==> src/rtl/uart_tx_arbiter.sv <==
// uart_tx_arbiter: shares one uart_tx serializer between up to four byte-stream
// requesters. Whole messages (terminated by req_last) are granted round-robin;
// a watchdog revokes a grant whose owner stalls mid-message.
// Build option: define UART_ARB_PREFIX_EN to precede every message with the
// ASCII channel tag "0"+g sent as its own serializer frame.
module uart_tx_arbiter #(
    parameter int unsigned NREQ    = 4,
    parameter int unsigned TIMEOUT = 4800,
    parameter int unsigned TW      = 13
) (
    input  logic              clk48,
    input  logic              rst_n,
    input  logic [NREQ-1:0]   req_valid,
    input  logic [8*NREQ-1:0] req_data,
    input  logic [NREQ-1:0]   req_last,
    output logic [NREQ-1:0]   req_ready,
    output logic [NREQ-1:0]   grant,
    output logic              tx_dv,
    output logic [7:0]        tx_byte,
    input  logic              tx_busy,
    input  logic              tx_done,
    output logic              arb_busy,
    output logic              timeout_err
);

`ifdef UART_ARB_PREFIX_EN
    typedef enum logic [2:0] {
        S_IDLE,
        S_PREFIX,
        S_PWAIT,
        S_SEND,
        S_WAIT
    } state_t;
`else
    typedef enum logic [2:0] {
        S_IDLE,
        S_SEND,
        S_WAIT
    } state_t;
`endif

    localparam logic [TW-1:0] TO_LAST = TW'(TIMEOUT - 1);

    state_t          r_state;
    logic [NREQ-1:0] r_grant;
    logic [1:0]      r_gidx;
    logic [1:0]      r_last_grant;
    logic            r_last_q;
    logic            r_tx_dv;
    logic [7:0]      r_tx_byte;
    logic            r_arb_busy;
    logic            r_timeout_err;
    logic [TW-1:0]   r_to_cnt;

    logic [3:0]      w_valid4;
    logic [3:0]      w_last4;
    logic [31:0]     w_data4;
    logic [2:0]      w_cand;
    logic            w_pick_found;
    logic [1:0]      w_pick_idx;
    logic [3:0]      w_pick_oh;
    logic            w_gvalid;
    logic            w_glast;
    logic [7:0]      w_gdata;
    logic            w_hs;
    logic [3:0]      w_ready4;

    // Widen the request bundle to four channels so selection logic is fixed-width.
    always_comb begin
        w_valid4 = '0;
        w_last4  = '0;
        w_data4  = '0;
        w_valid4[NREQ-1:0]   = req_valid;
        w_last4[NREQ-1:0]    = req_last;
        w_data4[8*NREQ-1:0]  = req_data;
    end

    // Round-robin pick: first valid channel searching upward from last_grant+1.
    always_comb begin
        w_cand       = '0;
        w_pick_found = 1'b0;
        w_pick_idx   = '0;
        for (int unsigned k = 1; k <= NREQ; k++) begin
            w_cand = {1'b0, r_last_grant} + 3'(k);
            if (w_cand >= 3'(NREQ)) begin
                w_cand = w_cand - 3'(NREQ);
            end
            if (!w_pick_found && w_valid4[w_cand[1:0]]) begin
                w_pick_found = 1'b1;
                w_pick_idx   = w_cand[1:0];
            end
        end
        w_pick_oh = 4'b0001 << w_pick_idx;
    end

    // Granted channel's byte, last flag, valid and the handshake / ready vector.
    always_comb begin
        w_gdata = '0;
        case (r_gidx)
            2'd0:    w_gdata = w_data4[7:0];
            2'd1:    w_gdata = w_data4[15:8];
            2'd2:    w_gdata = w_data4[23:16];
            default: w_gdata = w_data4[31:24];
        endcase
        w_gvalid = w_valid4[r_gidx];
        w_glast  = w_last4[r_gidx];
        w_hs     = (r_state == S_SEND) && w_gvalid && !tx_busy && !r_tx_dv;
        w_ready4 = '0;
        if (w_hs) begin
            w_ready4[r_gidx] = 1'b1;
        end
    end

    // Arbitration FSM with registered grant, strobe, byte, busy and watchdog.
    always_ff @(posedge clk48 or negedge rst_n) begin
        if (!rst_n) begin
            r_state       <= S_IDLE;
            r_grant       <= '0;
            r_gidx        <= '0;
            r_last_grant  <= 2'(NREQ - 1);
            r_last_q      <= 1'b0;
            r_tx_dv       <= 1'b0;
            r_tx_byte     <= '0;
            r_arb_busy    <= 1'b0;
            r_timeout_err <= 1'b0;
            r_to_cnt      <= '0;
        end else begin
            r_tx_dv       <= 1'b0;
            r_timeout_err <= 1'b0;
            case (r_state)
                S_IDLE: begin
                    if (w_pick_found) begin
                        r_gidx     <= w_pick_idx;
                        r_grant    <= w_pick_oh[NREQ-1:0];
                        r_to_cnt   <= '0;
                        r_arb_busy <= 1'b1;
`ifdef UART_ARB_PREFIX_EN
                        r_state    <= S_PREFIX;
`else
                        r_state    <= S_SEND;
`endif
                    end
                end
`ifdef UART_ARB_PREFIX_EN
                S_PREFIX: begin
                    if (!tx_busy && !r_tx_dv) begin
                        r_tx_byte <= 8'h30 + {6'd0, r_gidx};
                        r_tx_dv   <= 1'b1;
                        r_state   <= S_PWAIT;
                    end
                end
                S_PWAIT: begin
                    if (tx_done) begin
                        r_to_cnt <= '0;
                        r_state  <= S_SEND;
                    end
                end
`endif
                S_SEND: begin
                    if (w_hs) begin
                        r_tx_byte <= w_gdata;
                        r_last_q  <= w_glast;
                        r_tx_dv   <= 1'b1;
                        r_to_cnt  <= '0;
                        r_state   <= S_WAIT;
                    end else if (!w_gvalid) begin
                        if (r_to_cnt == TO_LAST) begin
                            r_timeout_err <= 1'b1;
                            r_grant       <= '0;
                            r_last_grant  <= r_gidx;
                            r_arb_busy    <= 1'b0;
                            r_state       <= S_IDLE;
                        end else begin
                            r_to_cnt <= r_to_cnt + 1'b1;
                        end
                    end
                end
                S_WAIT: begin
                    if (tx_done) begin
                        if (r_last_q) begin
                            r_grant      <= '0;
                            r_last_grant <= r_gidx;
                            r_arb_busy   <= 1'b0;
                            r_state      <= S_IDLE;
                        end else begin
                            r_to_cnt <= '0;
                            r_state  <= S_SEND;
                        end
                    end
                end
                default: begin
                    r_grant    <= '0;
                    r_arb_busy <= 1'b0;
                    r_state    <= S_IDLE;
                end
            endcase
        end
    end

    assign req_ready   = w_ready4[NREQ-1:0];
    assign grant       = r_grant;
    assign tx_dv       = r_tx_dv;
    assign tx_byte     = r_tx_byte;
    assign arb_busy    = r_arb_busy;
    assign timeout_err = r_timeout_err;

endmodule

==> config.mk <==
export PLATFORM = sky130hd
export DESIGN_NAME = uart_tx_arbiter
export DESIGN_NICKNAME = d
export VERILOG_FILES = /design/src/rtl/uart_tx_arbiter.sv
export SDC_FILE = /design/constraint.sdc
export NUM_CORES = 1
export LEC_CHECK = 0
export ABC_AREA = 1
export CORE_MARGIN = 1.5
export CORE_UTILIZATION = 30
export DETAILED_ROUTE_END_ITERATION = 12
export SLEW_MARGIN = 15
export SYNTH_ARGS = -nofsm -noshare
export SYNTH_HDL_FRONTEND = slang
export SYNTH_SLANG_ARGS = --single-unit
==> constraint.sdc <==
create_clock -name clk48 -period 2.1 [get_ports clk48]
set_input_delay 0.42 -clock clk48 [delete_from_list [all_inputs] [get_ports clk48]]
set_output_delay 0.42 -clock clk48 [all_outputs]
set_load 0.01 [all_outputs]
**Word level (Yosys, flattened, before mapping)**

Index checks and enable logic that the tools add are counted.

- Input port bits: 44
- Flip-flop bits (word level): 36
- Output and inout port bits: 19
- Word-level logic and storage cells: 135

- Magnitude comparators: 10
- Mux-type cells: 68
- Reduce and logical (&&, ||, !) cells: 22
- Shifts and indexed selects: 1
- Equal/unequal tests: 15
- Add/sub/neg operators: 9

Operators with widths:

| cell | count |
|---|---|
| 2-to-1 mux 13 bit | 6 |
| one-hot mux 13 bit (3 select lines) | 1 |
| 2-to-1 mux 4 bit | 7 |
| 2-to-1 mux 2 bit | 13 |
| 2-to-1 mux 1 bit | 24 |
| one-hot mux 8 bit (3 select lines) | 1 |
| AND reduction 6 bit | 3 |
| less-than comparator 2 x 3 -> 1 bit (second input constant) | 5 |
| 2-to-1 mux 3 bit | 5 |
| adder 13 x 1 -> 13 bit (second input constant) | 1 |
| == test 13 bit (second input constant) | 1 |
| binary-select mux 1 bit (select 2 bit) | 6 |
| >= comparator 3 bit (second input constant) | 4 |
| != test 2 bit (second input constant) | 6 |
| one-hot mux 4 bit (3 select lines) | 1 |
| one-hot mux 3 bit (3 select lines) | 1 |
| subtractor 2 x 1 -> 2 bit (second input constant) | 4 |
| logical AND 1 bit | 7 |
| adder 2 x 2 -> 3 bit (second input constant) | 2 |
| != test 3 bit (second input constant) | 2 |
| logical NOT 1 bit | 5 |
| one-hot mux 2 bit (2 select lines) | 1 |
| AND reduction 2 bit | 2 |
| AND reduction 4 bit | 1 |
| other kinds (16) | 16 |

**Depth between registers and ports, before layout**

- Word-level depth: 18
- Mapped depth: 14

**Worst setup path before layout**

OpenSTA, ideal clock, no wires.

- Path kind: register to output
- From: register r_gidx[0]
- To: output port req_ready[0]
- Required time: 1.680 ns
- Path slack: 0.308 ns
- Cell stages (with the launch flop): 10
- Arrival time: 1.372 ns
- Cells stage by stage: dfrtp_1 -> buf_6 -> inv_2 -> nand2_1 -> nand2_1 -> nand2_1 -> nand2_2 -> nand3_4 -> clkbuf_1 -> nor3_1

- Word-level cells in the longest chain between the ends: 6
- Elaborated cells on any way between the ends: 11

Ends and longest elaborated chain:

| item | line | RTL |
|---|---|---|
| from (decl) | 46 | `logic [1:0] r_gidx;` |
| from (signal assigned) | 133 | `r_gidx <= w_pick_idx;` |
| branches (longest 5 deep; another with less-than comparator 2 x 3 -> 1 bit) | -- |  |
| 2-to-1 mux 4 bit (*) | 109 | `if (w_hs) begin` |
| to (decl) | 16 | `output logic [NREQ-1:0] req_ready,` |

Every way passes the cells marked *. The select of a mux whose other input is x is not followed.

**Final worst setup path**

- From: input port req_valid[1]
- To: output port req_ready[0]

- Word-level cells in the longest chain between the ends: 6

Ends and longest elaborated chain:

| item | line | RTL |
|---|---|---|
| from (decl) | 13 | `input logic [NREQ-1:0] req_valid,` |
| binary-select mux 1 bit (select 2 bit) | 105 | `w_gvalid = w_valid4[r_gidx];` |
| 2-to-1 mux 1 bit (implied by the code) | 105 |  |
| logical AND 1 bit (3 in series) | 107 | `w_hs = (r_state == S_SEND) && w_gvalid && !tx_busy && !r_tx_dv;` |
| 2-to-1 mux 4 bit | 109 |  |

Every way passes these cells. The select of a mux whose other input is x is not followed.

==> impl_results.md <==
* Status: completed
* Clock share of power at 0.133
* Die area at 0.009010 mm2
* Hold_ws at just over 200 ps
* Ys async rst share at 1.000
* Leakage dissipation at 1.638 nW
* Worst path bufs/invs at 2
* Maximum root-to-sink buffer count at 2
* Fin util at 0.4221
* Drt initial violations at 80
* Largest net degree at the start of global routing at 36
* Simple-gate share of the synthesized area at 0.4195
* Synthesis-to-finish area growth at 36.82%
* Endpoints failing setup at 0
* Yosys top cell area share at 0.3258
* Antenna fix cells at 0
* Final Net Count at 491
* Worst-Skew Late Latency at between 200 and 300 ps
* First-pass GRT wire length at between 10,000 and 15,000 um
* Top delay family on crit path: buffers and inverters
* Largest family of logic cells by synthesized area: simple AND/OR/NAND/NOR gates
* Slowest stage delay, CP at between 400 and 500 ps
* Core area at 0.008217 mm2
* Wire per inst at 11.34 um
* Post-synth EDFFs at 0
* Sequential Power Share at 0.270
* Vias at 2,566
* Gate Count Post-Synth at 367
* Hpwl dp at 4844 um
* Post-synthesis mux area share at 0
* Top post-synthesis cells by area: dfrtp_1 (33%), nand2_1 (20%), nor2_1 (5.0%)
* Clock sinks at 35
* Max IR drop VDD at ~0.54 mV
* RR Startpoint: r_gidx[0]
* #FFs+latches synth at 35
* Maxcap violations at 0
* Net Count, Synth at ~400
* Number of global-route vias before repair at 2,383
* Final Cycle Share at 0.9273
* Startpoint Class: primary input
* Worst Clk Skew at roughly 9 ps
* Xor and xnor fraction of the mapped netlist area at 0.02073
* Overall power at 3.865 mW
* Gr usage total at 0.1474
* Tmin final at 1947 ps
* RSZ-0062 raised after global routing: false
* Cell Rows at 33
* Worst R2R Path Depth at 12
* CTS tree: yes
* Die Span Y at 94.92 um
* Relative slew slack at 0.4698
* Clock slew at reported path FFs at 70 ps
* Ys Warns at 0
* Worst path most repeated cell: nand2_1
* Psw at 1.722 mW
* Crit Path Class: primary input to primary output
* HP Class: primary input to async pin
* Critical path capture point type: primary output
* Initial antenna violation count at 0
* Dominant cell type by area after synthesis: dfrtp_1
* Worst EP required at 1680 ps
* Sequential share of the synthesized area at 0.3465
* Sw frac at 0.4457
* Post-Route WL at 6262 um
* Fraction of layout cells with a size suffix above 1 at 0.1499
* Overflow after GRT at 0
* Syn avg cell area at 6.907 um2
* Drt pass-1 iters at 4
* Top_reg_cell synth: dfrtp_1
* Clock Root Buffer: clkbuf_8
* Post CTS Setup Buffer Count at 0
* Synth Area in Compound Gates at 0.1204
* Synth Area in Adders at 0.004936
* Distinct cell type count of the synthesized netlist at 36
* Crit-path max FO at 6
* Worst Max-Slew Pin Slew at ~800 ps
* Slowest stage cell, crit path: clkdlybuf4s50_1
* PwrDens at 1114 mW/mm2
* Cell Int Power at 2.142 mW
* Die Wd at between 90 and 100 um
* Final slew viol count at 0
* Final Hold Vio Count at 0
* Cell count along the critical path at 8
* Antenna violation net count after detailed routing at 0
* Data arrival, critical path at 1530 ps
* H-tree levels at 2
* Initial Util at 0.3085
* Drt via density at 4.649
* Remaining DRCs at 0
* Number of buffers created by CTS at 5
* Reg-to-Reg End: r_to_cnt[1]
* Crit-path cells: clkdlybuf4s50_1 -> nand2_1 -> nand2_1 -> nand2_1 -> nand2_2 -> nand3_4 -> nor3_2 -> buf_2
* Buffers on Ports at slightly above 60
* R2R Setup Slk at 270 ps
* Combinational cell fraction of total power at 0.598
* Post-synthesis cell area at 0.002535 mm2
* GP Congestion at 0.8325
* Fmax at between 500 and 600 MHz
* Number of I/O pins at 63
## worst reg2reg max path, stage by stage (launching register included)
cell and delay (ps):
dfrtp_1 460, inv_2 120, nand2_1 50, nand2_1 60, nand2_1 60, nand2_2 90, nand3_4 100, buf_4 220
nand2_2 110, nand3_2 80, buf_12 170, o21bai_1 160, nand2_1 60
## layout make-up
cell class | instances | area (um2)
Clock buffer | 7 | 86.33
Clock inverter | 1 | 5.005
Fill cell | 863 | 4748
Inverter | 38 | 145.1
Multi-Input combinational cell | 284 | 1439
Sequential cell | 35 | 878.3
Tap cell | 105 | 131.4
Timing Repair Buffer | 82 | 783.3
## kinds of logic (layout without fill, tap and decap cells)
group | Yosys count | count (layout)
buffers and inverters | 48 | 128
adder cells (fa/ha/maj) | 1 | 1
AND/OR/NAND/NOR | 231 | 231
AO/OA/AOI/OAI | 46 | 46
flip-flops | 35 | 35
XOR/XNOR | 6 | 6
## placed cells by master (no fill, tap or decap), types with 2 or more instances in the layout
cell	count
a21oi_1	10
buf_12	3
buf_2	2
buf_4	17
clkbuf_2	3
clkbuf_8	6
clkdlybuf4s50_1	57
clkinv_1	3
dfrtp_1	33
dfstp_2	2
inv_1	31
inv_2	3
nand2_1	135
nand2_2	10
nand2_4	2
nand3_1	21
nand3b_1	3
nand4_1	16
nor2_1	34
nor2_4	2
nor3_1	2
nor3_2	2
o21ai_0	19
o21bai_1	4
o21bai_2	9
xor2_1	5
## worst max path at each step
stage	startpoint	endpoint	slack (ps)
after global placement	req_valid[3]	req_ready[0]	-270
after CTS	req_valid[3]	req_ready[0]	8
final	req_valid[1]	req_ready[0]	150
after floorplan	r_gidx[0]	req_ready[0]	310
after detailed placement	req_valid[3]	req_ready[0]	-300
after global routing	req_valid[2]	req_ready[2]	30
## power by group through the flow
stage / clock, mW / sequential, mW / combinational (mW)
finish: 0.512 / 1.04 / 2.31
global route: 0.555 / 1.06 / 2.59
CTS: 0.528 / 1.05 / 2.33
detailed placement: 0 / 1.05 / 2.33
global placement: 0 / 1.05 / 2.31
floorplan: 0 / 1.06 / 1.42
## synthesized netlist by cell type, types with 2 or more instances
cell      count
nand2_1     135
buf_6         3
nand2_4       2
nor2_1       34
o21bai_2      9
o21bai_1      4
nand3_1      21
nand4_1      16
o21ai_0      19
clkbuf_1      3
nand3b_1      3
nor2_4        2
xor2_1        5
dfrtp_1      33
a21oi_1      10
inv_1        31
inv_2         3
nand2_2      10
nor3_1        3
clkinv_1      3
buf_2         2
dfstp_2       2
## metal layers
metal / vias to the layer above / track usage / part of all wire
met5: - / 0 / 0
met3: 5 / 0.03060 / 0.050
met1: 1163 / 0.1842 / 0.48
li1: 1335 / - / -
met2: 63 / 0.2482 / 0.46
met4: 0 / 0.05597 / 0.013
## repair_timing
item / 4_1_cts / 5_1_grt
pin swaps: 0 / 0
gates resized for setup: 6 / 8
hold buffers: 0 / 0
gates cloned: 0 / 0
endpoints found under the setup margin: 4 / 4
## sequential cells by signal (all words and copies together) (netlist names)
name,count
tx_byte,8
r_last_grant,2
r_to_cnt,13
timeout_err,1
tx_dv,1
r_last_q,1
r_gidx,2
r_state,2
grant,4
arb_busy,1
## metrics by stage
step           instances  instance area [um2]  TNS (ps)  worst slack [ps]
4_1_cts              552                 3481         0             7.793
5_1_grt              552                 3468         0             33.44
3_5_place_dp         544                 3392     -1830            -301.8
2_1_floorplan        367                 2535         0             307.9
6_report             552                 3468         0             152.7
3_3_place_gp         544                 3392     -1426            -272.0
Note: power is estimated with default switching activity, not from simulation.
